$ cat src/rtl/dmem_lsu.sv
// Load/store unit between the memory stage and a single-port word SRAM.
// Sub-word stores are read-modify-write; loads are extended and ACKed.
module dmem_lsu #(
   parameter int AW = 10
) (
   input  logic          CLK,
   input  logic          RST,
   input  logic          REQ,
   input  logic          WE,
   input  logic [1:0]    SIZE,
   input  logic          UNSIGNED,
   input  logic [31:0]   ADDR,
   input  logic [31:0]   WDATA,
   output logic          BUSY,
   output logic          ACK,
   output logic          ERR,
   output logic [31:0]   RDATA,
   output logic          MEM_CSN,
   output logic          MEM_WEN,
   output logic [AW-1:0] MEM_A,
   output logic [31:0]   MEM_DI,
   input  logic [31:0]   MEM_DOUT
);

   typedef enum logic [1:0] {
      S_IDLE,
      S_RD,
      S_RDW,
      S_WR
   } state_t;

   localparam logic [1:0] SZ_B = 2'b00;
   localparam logic [1:0] SZ_H = 2'b01;
   localparam logic [1:0] SZ_W = 2'b10;

   state_t        r_state;
   state_t        w_next;

   logic          r_we;
   logic [1:0]    r_size;
   logic          r_uns;
   logic [AW+1:0] r_addr;
   logic [31:0]   r_wdata;
   logic [31:0]   r_merge;
   logic          r_ack;
   logic          r_err;
   logic [31:0]   r_rdata;

   logic          w_accept;
   logic          w_misalign;
   logic          w_ack_nxt;
   logic          w_err_nxt;
   logic          w_csn;
   logic          w_wen;
   logic [31:0]   w_di;
   logic [7:0]    w_byte;
   logic [15:0]   w_half;
   logic [31:0]   w_load;
   logic [31:0]   w_merge;
   logic          w_unused;

   // Address bits above the SRAM range alias and are deliberately dropped.
   assign w_unused = ^ADDR[31:AW+2];

   assign w_accept = (r_state == S_IDLE) && REQ;

   assign w_misalign = (SIZE == 2'b11)
                    || ((SIZE == SZ_H) && ADDR[0])
                    || ((SIZE == SZ_W) && (ADDR[1:0] != 2'b00));

   // Select the addressed byte lane of the returned word.
   always_comb begin
      w_byte = MEM_DOUT[7:0];
      unique case (r_addr[1:0])
         2'b00: w_byte = MEM_DOUT[7:0];
         2'b01: w_byte = MEM_DOUT[15:8];
         2'b10: w_byte = MEM_DOUT[23:16];
         2'b11: w_byte = MEM_DOUT[31:24];
      endcase
   end

   assign w_half = r_addr[1] ? MEM_DOUT[31:16] : MEM_DOUT[15:0];

   // Sign- or zero-extend the selected lane; words pass through.
   always_comb begin
      w_load = MEM_DOUT;
      if (r_size == SZ_B) begin
         w_load = {{24{~r_uns & w_byte[7]}}, w_byte};
      end else if (r_size == SZ_H) begin
         w_load = {{16{~r_uns & w_half[15]}}, w_half};
      end
   end

   // Replace the target lane(s) of the read word with store data.
   always_comb begin
      w_merge = MEM_DOUT;
      if (r_size == SZ_B) begin
         unique case (r_addr[1:0])
            2'b00: w_merge[7:0]   = r_wdata[7:0];
            2'b01: w_merge[15:8]  = r_wdata[7:0];
            2'b10: w_merge[23:16] = r_wdata[7:0];
            2'b11: w_merge[31:24] = r_wdata[7:0];
         endcase
      end else if (r_size == SZ_H) begin
         if (r_addr[1]) begin
            w_merge[31:16] = r_wdata[15:0];
         end else begin
            w_merge[15:0] = r_wdata[15:0];
         end
      end
   end

   // Next state, completion strobes and SRAM controls from state.
   always_comb begin
      w_next    = r_state;
      w_ack_nxt = 1'b0;
      w_err_nxt = 1'b0;
      w_csn     = 1'b1;
      w_wen     = 1'b1;
      w_di      = '0;
      unique case (r_state)
         S_IDLE: begin
            if (REQ) begin
               if (w_misalign) begin
                  w_ack_nxt = 1'b1;
                  w_err_nxt = 1'b1;
               end else if (WE && (SIZE == SZ_W)) begin
                  w_next = S_WR;
               end else begin
                  w_next = S_RD;
               end
            end
         end
         S_RD: begin
            w_csn  = 1'b0;
            w_next = S_RDW;
         end
         S_RDW: begin
            if (r_we) begin
               w_next = S_WR;
            end else begin
               w_next    = S_IDLE;
               w_ack_nxt = 1'b1;
            end
         end
         S_WR: begin
            w_csn     = 1'b0;
            w_wen     = 1'b0;
            w_di      = (r_size == SZ_W) ? r_wdata : r_merge;
            w_next    = S_IDLE;
            w_ack_nxt = 1'b1;
         end
      endcase
   end

   // State register.
   always_ff @(posedge CLK or posedge RST) begin
      if (RST) begin
         r_state <= S_IDLE;
      end else begin
         r_state <= w_next;
      end
   end

   // Capture the request fields when a request is taken in IDLE.
   always_ff @(posedge CLK or posedge RST) begin
      if (RST) begin
         r_we    <= 1'b0;
         r_size  <= 2'b00;
         r_uns   <= 1'b0;
         r_addr  <= '0;
         r_wdata <= '0;
      end else if (w_accept) begin
         r_we    <= WE;
         r_size  <= SIZE;
         r_uns   <= UNSIGNED;
         r_addr  <= ADDR[AW+1:0];
         r_wdata <= WDATA;
      end
   end

   // Completion strobes, load result and RMW merge word.
   always_ff @(posedge CLK or posedge RST) begin
      if (RST) begin
         r_ack   <= 1'b0;
         r_err   <= 1'b0;
         r_rdata <= '0;
         r_merge <= '0;
      end else begin
         r_ack <= w_ack_nxt;
         r_err <= w_err_nxt;
         if ((r_state == S_RDW) && !r_we) begin
            r_rdata <= w_load;
         end
         if ((r_state == S_RDW) && r_we) begin
            r_merge <= w_merge;
         end
      end
   end

   assign BUSY    = (r_state != S_IDLE);
   assign ACK     = r_ack;
   assign ERR     = r_err;
   assign RDATA   = r_rdata;
   assign MEM_CSN = w_csn;
   assign MEM_WEN = w_wen;
   assign MEM_A   = r_addr[AW+1:2];
   assign MEM_DI  = w_di;

endmodule

$ cat config.mk
export PLATFORM = sky130hd
export DESIGN_NAME = dmem_lsu
export DESIGN_NICKNAME = d
export VERILOG_FILES = /design/src/rtl/dmem_lsu.sv
export SDC_FILE = /design/constraint.sdc
export NUM_CORES = 1
export LEC_CHECK = 0
export ABC_CLOCK_PERIOD_IN_PS = 5000
export BUFFER_PORTS_ARGS = -buffer_cell sky130_fd_sc_hd__buf_4
export CAP_MARGIN = 40
export CORE_MARGIN = 10
export CORE_UTILIZATION = 35
export DETAILED_ROUTE_END_ITERATION = 8
export GPL_TIMING_DRIVEN = 0
export PLACE_DENSITY = 0.58
export SKIP_LAST_GASP = 1
export SYNTH_ARGS = -nofsm -noshare
export SYNTH_HDL_FRONTEND = slang
export SYNTH_SLANG_ARGS = --single-unit
$ cat constraint.sdc
create_clock -name CLK -period 5 [get_ports CLK]
set_clock_uncertainty 0.15 [all_clocks]
set_input_delay 0.5 -clock CLK [delete_from_list [all_inputs] [get_ports CLK]]
set_output_delay 0.5 -clock CLK [all_outputs]
set_load 0.01 [all_outputs]
==> results.yml, run 1 <==
setup_path:
  worstSetupPathType: "reg -> out"
  worst-r2r-cell-count: 5
  r2r_end: "r_merge[5]$_DFFE_PP0P_"
  regToRegStartpoint: "r_addr[1]$_DFFE_PP0P_"
  maximum_fanout_count_along_the_critical_path: 10
  worstPathRequired_ns: 4.35
  ff2ff_setup_slack_ns: 2.52
  timing.critical_path.from_type: "flop"
  cp-end-kind: "output port"
  critical_path_arrival_ns: 2.35
power_and_ir_drop:
  cell_internal_pwr_mw: 3.39
  leak_pwr_nw: 3.70
  report.power.total_mw: 5.52
  cellPowerDensity_nw_per_um2: 685
  irDropWorstVdd_mv: 0.310
  power_frac_seq: 0.325
  power_switching_mw: 2.13
  share_of_total_power_consumed_by_net_switching: 0.385
  power_frac_clock: 0.239
  pwr-share-comb: 0.436
yosys:
  asyncSetResetFlopFracSynth: 1.00
  ys_dominant_reg_cell: "sky130_fd_sc_hd__dfrtp_1"
  synth_top_area_share: 0.493
  synth.cell_area_um2: 5890
  synth_seq_area_share: 0.493
  synth.top_cells.by_area: "sky130_fd_sc_hd__dfrtp_1 (49%), sky130_fd_sc_hd__nand2_1 (9.1%), sky130_fd_sc_hd__mux2_2 (9.0%)"
  yosys.cell_count.top_type: "sky130_fd_sc_hd__nand2_1"
  synth_edf_count: 0
  post_syn_nets: 712
  synth_warnings: 0
  largest_area_contributor_in_the_synthesized_netlist: "sky130_fd_sc_hd__dfrtp_1"
  post_synth_most_frequent_cells: "sky130_fd_sc_hd__nand2_1 (143), sky130_fd_sc_hd__dfrtp_1 (116), sky130_fd_sc_hd__a21oi_1 (63)"
  synth.distinct_cells: 37
  synth-seq-cells: 116
  synthesis.instances: 609
  synth.avg_cell_area_um2: 9.67
status:
  run_status: "finished, final reports clean"
cts:
  cts-htree-levels: 4
  tritoncts_num_sinks: 116
  cts_buffer_depth: 2
  holdBufCountCts: 1
  clock-root-buffer: "sky130_fd_sc_hd__clkbuf_16"
  clkSlewWorstSetupHoldPaths_ns: 0.06
  postCtsSetupRepairBufs: 0
  cts_tree: "built"
  postCtsResizedCells: 0
  worst_skew_pair.late_latency_ns: 0.42
  cts_made_buffers: 17
job:
  timing.max_cap.violations: 0
timing:
  worstMarginPinSlew_ns: 0.772
  setup_viol: 0
  slew_violations: 0
  fin_crit_ns: 3.00
  min_period_over_period: 0.600
  holdWs_ns: 0.155
  fin_tns_setup_ns: 0
  worst_slack_ns: 2.00
  fmax_mhz: 333
  rsz0062_at_grt: "false"
  hold_viol_final: 0
  relSlewSlack: 0.484
finish:
  multiInputGateArea_um2: 2710
  num-fill-cells: 1625
  post_route_cells_drive_above_1_share: 0.328
  antennaDiodeCount: 0
  area_growth_pct: 36.8
  finalNetCount: 894
  seq_area_um2: 2900
  layoutNonFillerInstCount: 1024
place:
  place.port_buffers: 161
  detailedPlacementHpwl_um: 16200
  dpl_worst_slack_ns: 2.41
  gp_congestion: 0.874
  numPlacedInstances: 991
global_routing:
  grt_overflow_total: 0
  grt_use_total: 0.188
  grt_antenna_before_repair: 0
  maximum_number_of_pins_on_one_net_before_global_route_repair: 68
  wire_length_of_the_first_global_routing_pass_um: 32300
  via_count_of_the_first_global_routing_pass: 5617
routing:
  drtPass1Iterations: 6
  vias: 5303
  wl_per_cell_um: 20.5
  drt.antenna.violating_nets: 0
  drc_violation_total_after_the_first_tritonroute_iteration: 339
  routed_wirelength_um: 21000
  route.detailed.drc: 0
  vias_per_cell: 5.18
floorplanning:
  num_ports: 182
  floorplan.initialDensity: 0.356
  die_y_um: 150
  placementRows: 47
  core_um2: 16500
  floorplan.die_area_um2: 22400
  die_width_um: 150
hold_path:
  hp-class: "in -> reg"
  min_delay_worst_endpoint: "r_addr[8]$_DFFE_PP0P_"
  timing.hold.worst_path_depth: 2
  min_from: "ADDR[8]"
[metrics by stage]
stage / area, µm² / util
2_1_floorplan: 5890 / -
3_3_place_gp: 7370 / 0.446
3_5_place_dp: 7400 / 0.448
4_1_cts: 8060 / 0.488
5_1_grt: 8060 / 0.488
6_report: 8060 / 0.488
[critical path: stages, from the launching register on]
cell                       delay, ns
sky130_fd_sc_hd__dfrtp_1        0.35
sky130_fd_sc_hd__clkbuf_1       0.22
sky130_fd_sc_hd__nor2_1         0.50
sky130_fd_sc_hd__clkbuf_1       0.40
sky130_fd_sc_hd__nand2_1        0.10
sky130_fd_sc_hd__a21oi_1        0.19
sky130_fd_sc_hd__buf_4          0.16
[layout by cell type, fill, tap and decap left out, drive strengths merged, types with 17 or more instances in the layout]
cell type	Yosys	final
mux2	47	47
a21oi	63	63
buf	16	178
nor2	46	46
dfrtp	116	116
clkbuf	38	58
nand2	143	143
o21ai	21	21
o22ai	17	17
mux2i	24	24
[worst max path at each step]
stage                          startpoint               endpoint  cells after the start
finish              r_size[0]$_DFFE_PP0P_             MEM_DI[13]                      6
global route        r_size[0]$_DFFE_PP0P_             MEM_DI[13]                      6
CTS                 r_size[0]$_DFFE_PP0P_             MEM_DI[13]                      6
detailed placement  r_size[0]$_DFFE_PP0P_             MEM_DI[13]                      6
global placement                      RST  RDATA[28]$_DFFE_PP0P_                      2
floorplan                             RST          ACK$_DFF_PP0_                      1
[layout make-up]
class | instances | share of cell area
flip-flops and latches | 116 | 0.360
well taps | 220 | 0.0342
multi-input cells | 435 | 0.336
clock buffers | 20 | 0.0579
clock inverters | 12 | 0.0219
repair buffers | 163 | 0.155
inverters | 4 | 0.00248
plain buffers | 54 | 0.0321
[metal layers]
layer / global-route usage / routed length, µm / part of all wire / up-vias
met1: 0.244 / 9130 / 0.43 / 2603
met2: 0.299 / 9910 / 0.47 / 190
li1: - / - / - / 2487
met5: 0 / 0 / 0 / -
met4: 0.0525 / 306 / 0.015 / 0
met3: 0.0534 / 1700 / 0.081 / 23
[power by group through the flow]
| stage | clock network [mW] | registers (mW) | logic [mW] |
|---|---|---|---|
| floorplan | 0 | 1.74 | 1.50 |
| global placement | 0 | 1.78 | 2.37 |
| detailed placement | 0 | 1.80 | 2.42 |
| CTS | 1.34 | 1.79 | 2.43 |
| global route | 1.38 | 1.86 | 2.65 |
| finish | 1.32 | 1.79 | 2.41 |
[logic make-up (layout without fill, tap and decap cells)]
logic type      Yosys count  in the layout  synth area share
buf+inv                  58            253            0.0465
compound gates          145            145             0.152
mux                      79             79             0.164
simple gates            211            211             0.144
flops                   116            116             0.493
[registers in the layout, summed over array words and instances, names as in the netlist]
register  flops
ACK           1
r_merge      32
r_state       2
r_uns         1
r_addr       12
ERR           1
r_wdata      32
r_size        2
RDATA        32
r_we          1
No activity file was read; power rests on OpenSTA's default activity.
==> run 2, diff against run 1 <==
- ABC_AREA: default -> 1
- ABC_CLOCK_PERIOD_IN_PS: 5000 -> 2900
- PLACE_DENSITY: 0.58 -> 0.57
- clock period: 5 -> 2.9 ns (I/O delays scaled with it)
==> run 2 against run 1 <==
Non-clock buffer count rose by 65. Cell count rose by 47%. Sequential power rose by 68%. Synthesized area rose by 15%. Critical path type unchanged.
==> results.yml, run 2 <==
routing:
  route.detailed.drc: 0
  wl_per_cell_um: 17.1
  drtPass1Iterations: 5
  routed_wirelength_um: 25700
  vias: 7306
  vias_per_cell: 4.87
  drc_violation_total_after_the_first_tritonroute_iteration: 542
  drt.antenna.violating_nets: 0
floorplanning:
  die_y_um: 159
  placementRows: 50
  floorplan.die_area_um2: 25300
  core_um2: 18900
  floorplan.initialDensity: 0.359
  num_ports: 182
  die_width_um: 159
cts:
  postCtsResizedCells: 0
  cts_tree: "built"
  clock-root-buffer: "sky130_fd_sc_hd__clkbuf_16"
  worst_skew_pair.late_latency_ns: 0.42
  postCtsSetupRepairBufs: 0
  cts_buffer_depth: 2
  cts-htree-levels: 4
  clkSlewWorstSetupHoldPaths_ns: 0.06
  tritoncts_num_sinks: 116
  cts_made_buffers: 17
timing:
  relSlewSlack: 0.470
  setup_viol: 0
  fin_crit_ns: 2.55
  fmax_mhz: 392
  min_period_over_period: 0.881
  fin_tns_setup_ns: 0
  worstMarginPinSlew_ns: 0.791
  hold_viol_final: 0
  rsz0062_at_grt: "false"
  slew_violations: 0
place:
  gp_congestion: 0.919
  detailedPlacementHpwl_um: 19800
  numPlacedInstances: 1424
  place.port_buffers: 161
setup_path:
  maximum_fanout_count_along_the_critical_path: 10
  worstPathRequired_ns: 2.46
  worst-r2r-cell-count: 7
  critical_path_arrival_ns: 2.11
  regToRegStartpoint: "r_state[0]$_DFFE_PP0P_"
  r2r_end: "RDATA[5]$_DFFE_PP0P_"
  cp-end-kind: "output port"
  worstSetupPathType: "reg -> out"
  timing.critical_path.from_type: "flop"
  ff2ff_setup_slack_ns: 0.57
power_and_ir_drop:
  leak_pwr_nw: 5.06
  irDropWorstVdd_mv: 0.489
  cellPowerDensity_nw_per_um2: 1060
global_routing:
  grt_use_total: 0.198
  via_count_of_the_first_global_routing_pass: 7225
  wire_length_of_the_first_global_routing_pass_um: 40000
  grt_overflow_total: 0
  grt_antenna_before_repair: 0
  maximum_number_of_pins_on_one_net_before_global_route_repair: 38
yosys:
  post_synth_most_frequent_cells: "sky130_fd_sc_hd__nand2_1 (508), sky130_fd_sc_hd__dfrtp_1 (116), sky130_fd_sc_hd__inv_1 (62)"
  synth_edf_count: 0
  yosys.cell_count.top_type: "sky130_fd_sc_hd__nand2_1"
  synth_fa_ha_area_frac: 0
  synth.top_cells.by_area: "sky130_fd_sc_hd__dfrtp_1 (43%), sky130_fd_sc_hd__nand2_1 (28%), sky130_fd_sc_hd__o211ai_1 (5.1%)"
  synth_top_family_by_area: "simple AND/OR/NAND/NOR gates"
  synth.distinct_cells: 26
  post_syn_nets: 1103
  synth.cell_area_um2: 6780
  synth.avg_cell_area_um2: 6.78
  synth_warnings: 0
  largest_area_contributor_in_the_synthesized_netlist: "sky130_fd_sc_hd__dfrtp_1"
  asyncSetResetFlopFracSynth: 1.00
  xor_xnor_portion_of_the_synthesized_cell_area: 0
  synth_simple_gate_area_share: 0.330
  share_of_synthesized_area_spent_on_multiplexers: 0
  synth_seq_area_share: 0.428
  synth-seq-cells: 116
  synth-compound-area-share: 0.145
  synthesis.instances: 1000
  synth_top_area_share: 0.428
  ys_dominant_reg_cell: "sky130_fd_sc_hd__dfrtp_1"
finish:
  layoutNonFillerInstCount: 1501
  multiInputGateArea_um2: 3220
  layout_commonest_cell: "sky130_fd_sc_hd__nand2_1"
  antennaDiodeCount: 0
  area_growth_pct: 38.9
  post_route_cells_drive_above_1_share: 0.213
  seq_area_um2: 2900
  finalNetCount: 1332
  layout.cells.most_common_list: "sky130_fd_sc_hd__nand2_1 (508), sky130_fd_sc_hd__buf_4 (173), sky130_fd_sc_hd__dfrtp_1 (116), sky130_fd_sc_hd__inv_1 (61), sky130_fd_sc_hd__a21oi_1 (51)"
  num-fill-cells: 1989
job:
  timing.max_cap.violations: 0
hold_path:
  min_delay_worst_endpoint: "r_addr[0]$_DFFE_PP0P_"
  hp-class: "in -> reg"
  min_from: "ADDR[0]"
  timing.hold.worst_path_depth: 3
status:
  run_status: "finished, final reports clean"
run 2: cell types whose count changed after synthesis, sizes merged, moves of 33 or more:
cell    before  now
mux2        47    0
o21ai       21   60
nand2      143  511
o211ai       8   46
nand3        1   43
inv          4   71
buf         16   49
run 2: per-layer routing:
metal	vias to the layer above	GRT usage	part of all wire	wire length (µm)
met1	3379	0.261	0.45	11700
met2	269	0.316	0.46	11800
met4	0	0.0628	0.020	514
met3	41	0.0442	0.065	1670
li1	3617	-	-	-
met5	-	0	0	0
run 2: kinds of logic after synthesis:
logic type,count (synthesis)
buf+inv,146
compound gates,168
flops,116
simple gates,570
run 2: stage by stage:
stage | util | area [µm²] | total power, mW | hold slack [ns] | setup slack [ns]
2_1_floorplan | - | 6780 | 5.98 | 0.250 | 1.05
3_3_place_gp | 0.440 | 8310 | 7.78 | 0.312 | 0.184
3_5_place_dp | 0.443 | 8370 | 7.84 | 0.202 | 0.581
4_1_cts | 0.498 | 9410 | 10.0 | 0.00340 | 0.311
5_1_grt | 0.498 | 9410 | 10.8 | 0.0285 | 0.186
6_report | 0.498 | 9410 | 9.99 | 0.0147 | 0.346
run 2: how the worst max path moves through the flow:
stage	cells past startpoint	endpoint	slack [ns]	from
after global routing	7	MEM_DI[28]	0.19	r_size[1]$_DFFE_PP0P_
after CTS	7	MEM_DI[22]	0.31	r_size[1]$_DFFE_PP0P_
final	7	MEM_DI[22]	0.35	r_size[1]$_DFFE_PP0P_
after global placement	2	RDATA[23]$_DFFE_PP0P_	0.18	RST
after detailed placement	7	RDATA[4]$_DFFE_PP0P_	0.58	r_state[0]$_DFFE_PP0P_
after floorplan	1	ACK$_DFF_PP0_	1.05	RST
run 2: where the power goes:
part           total [mW]  internal (mW)  switching (mW)
registers            3.00           2.40           0.606
clock network        2.08           1.27           0.816
logic                4.91           1.88            3.03
run 2: final cells by class:
class	count	area share
multi-input combinational	738	0.342
buffer	72	0.0396
clock inverter	14	0.0163
inverter	74	0.0302
sequential	116	0.308
timing repair buffer	210	0.184
tap	260	0.0346
clock buffer	17	0.0452
run 2: critical path, stage by stage, from the launching register on:
cell	delay [ns]
sky130_fd_sc_hd__dfrtp_1	0.32
sky130_fd_sc_hd__buf_2	0.26
sky130_fd_sc_hd__inv_4	0.08
sky130_fd_sc_hd__nor2_2	0.19
sky130_fd_sc_hd__clkbuf_1	0.37
sky130_fd_sc_hd__nand2_1	0.10
sky130_fd_sc_hd__a21oi_1	0.21
sky130_fd_sc_hd__buf_4	0.16
run 2: repair_timing:
action	in CTS	in global routing
endpoints found under the setup margin	0	0
hold buffers	46	0
hold endpoints to repair	61	0
==> run 3, diff against run 2 <==
- CORE_UTILIZATION: 35 -> 31
- PLACE_DENSITY: 0.57 -> 0.52
==> run 3 against run 2 <==
Count of clock-buffer cells in the layout rose by 6. Die area grew 11%. Sequential power hardly changed.
==> results.yml, run 3 (same netlist as run 2, synthesis figures left out) <==
status:
  run_status: "finished, final reports clean"
hold_path:
  hp-class: "in -> reg"
  min_delay_worst_endpoint: "r_addr[1]$_DFFE_PP0P_"
  min_from: "ADDR[1]"
  timing.hold.worst_path_depth: 3
cts:
  cts-htree-levels: 4
  worst_skew_pair.late_latency_ns: 0.42
  cts_made_buffers: 17
  cts_buffer_depth: 2
  cts_tree: "built"
  clkSlewWorstSetupHoldPaths_ns: 0.05
  tritoncts_num_sinks: 116
  postCtsResizedCells: 0
  clock-root-buffer: "sky130_fd_sc_hd__clkbuf_16"
setup_path:
  regToRegStartpoint: "r_state[0]$_DFFE_PP0P_"
  r2r_end: "RDATA[0]$_DFFE_PP0P_"
  worstSetupPathType: "reg -> out"
  ff2ff_setup_slack_ns: 0.67
  worst_setup_path_startpoint: "r_size[1]$_DFFE_PP0P_"
  cp-end-kind: "output port"
  worst-r2r-cell-count: 7
  maximum_fanout_count_along_the_critical_path: 10
  critical_path_arrival_ns: 2.12
  timing.critical_path.from_type: "flop"
  worstPathRequired_ns: 2.46
finish:
  layout.cells.most_common_list: "sky130_fd_sc_hd__nand2_1 (508), sky130_fd_sc_hd__buf_4 (173), sky130_fd_sc_hd__dfrtp_1 (116), sky130_fd_sc_hd__inv_1 (61), sky130_fd_sc_hd__a21oi_1 (51)"
  finalInstanceArea_um2: 9420
  finalNetCount: 1332
  layoutNonFillerInstCount: 1518
  layout.core_utilization: 0.434
  post_route_cells_drive_above_1_share: 0.210
  antennaDiodeCount: 0
  area_growth_pct: 39.0
  num-fill-cells: 2283
  layout_commonest_cell: "sky130_fd_sc_hd__nand2_1"
routing:
  route.detailed.drc: 0
  routed_wirelength_um: 26600
  wl_per_cell_um: 17.5
  drtPass1Iterations: 5
  drt.antenna.violating_nets: 0
  vias_per_cell: 4.76
  vias: 7227
  drc_violation_total_after_the_first_tritonroute_iteration: 586
place:
  gp_congestion: 0.937
  dpl_worst_slack_ns: 0.684
  detailedPlacementHpwl_um: 20300
  numPlacedInstances: 1445
  placed_cell_area_um2: 8430
  place.port_buffers: 161
timing:
  fin_tns_setup_ns: 0
  setup_viol: 0
  holdWs_ns: 0.00803
  relSlewSlack: 0.541
  rsz0062_at_grt: "false"
  worstMarginPinSlew_ns: 0.686
  worst_slack_ns: 0.345
  min_period_over_period: 0.881
  hold_viol_final: 0
  fmax_mhz: 391
  fin_crit_ns: 2.56
  slew_violations: 0
global_routing:
  grt_antenna_before_repair: 0
  maximum_number_of_pins_on_one_net_before_global_route_repair: 37
  grt_overflow_total: 0
  wire_length_of_the_first_global_routing_pass_um: 41200
  grt_use_total: 0.185
  via_count_of_the_first_global_routing_pass: 7359
power_and_ir_drop:
  leak_pwr_nw: 5.06
  irDropWorstVdd_mv: 0.428
  report.power.total_mw: 9.88
  cellPowerDensity_nw_per_um2: 1050
floorplanning:
  placementRows: 54
  core_um2: 21700
  floorplan.die_area_um2: 28200
  num_ports: 182
  die_width_um: 168
  die_y_um: 168
  floorplan.initialDensity: 0.312
job:
  timing.max_cap.violations: 0
## run 3: report_power, final
part	switching, mW	internal [mW]	total, mW
logic	3.04	1.88	4.92
registers	0.582	2.40	2.98
clock network	0.744	1.24	1.99
## run 3: worst max-delay path by stage
stage	end	slack [ns]	depth (start not counted)
5_1_grt	MEM_DI[25]	0.14	7
4_1_cts	MEM_DI[25]	0.30	7
3_3_place_gp	RDATA[31]$_DFFE_PP0P_	0.11	2
2_1_floorplan	ACK$_DFF_PP0_	1.05	1
3_5_place_dp	RDATA[2]$_DFFE_PP0P_	0.68	7
6_report	MEM_DI[0]	0.34	7
## run 3: what timing repair did
action / in CTS / in global routing
endpoints found under the hold margin: 76 / 0
buffers inserted: 0 / 0
hold buffers: 45 / 0
## run 3: critical path, stage by stage (launching register included)
cell	delay, ns
sky130_fd_sc_hd__dfrtp_1	0.31
sky130_fd_sc_hd__buf_2	0.25
sky130_fd_sc_hd__inv_4	0.07
sky130_fd_sc_hd__nor2_2	0.19
sky130_fd_sc_hd__buf_2	0.32
sky130_fd_sc_hd__nor2_1	0.07
sky130_fd_sc_hd__a211oi_1	0.29
sky130_fd_sc_hd__buf_4	0.19
## run 3: cell type report
class	instances	area, µm²	area share
Clock inverter	5	52.6	0.00558
Tap cell	280	350	0.0372
Buffer	72	373	0.0396
Multi-Input combinational cell	738	3220	0.342
Inverter	74	284	0.0302
Sequential cell	116	2900	0.308
Clock buffer	23	488	0.0518
Timing Repair Buffer	210	1750	0.185
## run 3: layer usage
metal,part of all wire,vias to the layer above,GRT usage
met5,0,-,0
met4,0.018,0,0.0534
met3,0.066,30,0.0421
met2,0.47,253,0.302
met1,0.44,3334,0.238
li1,-,3610,-
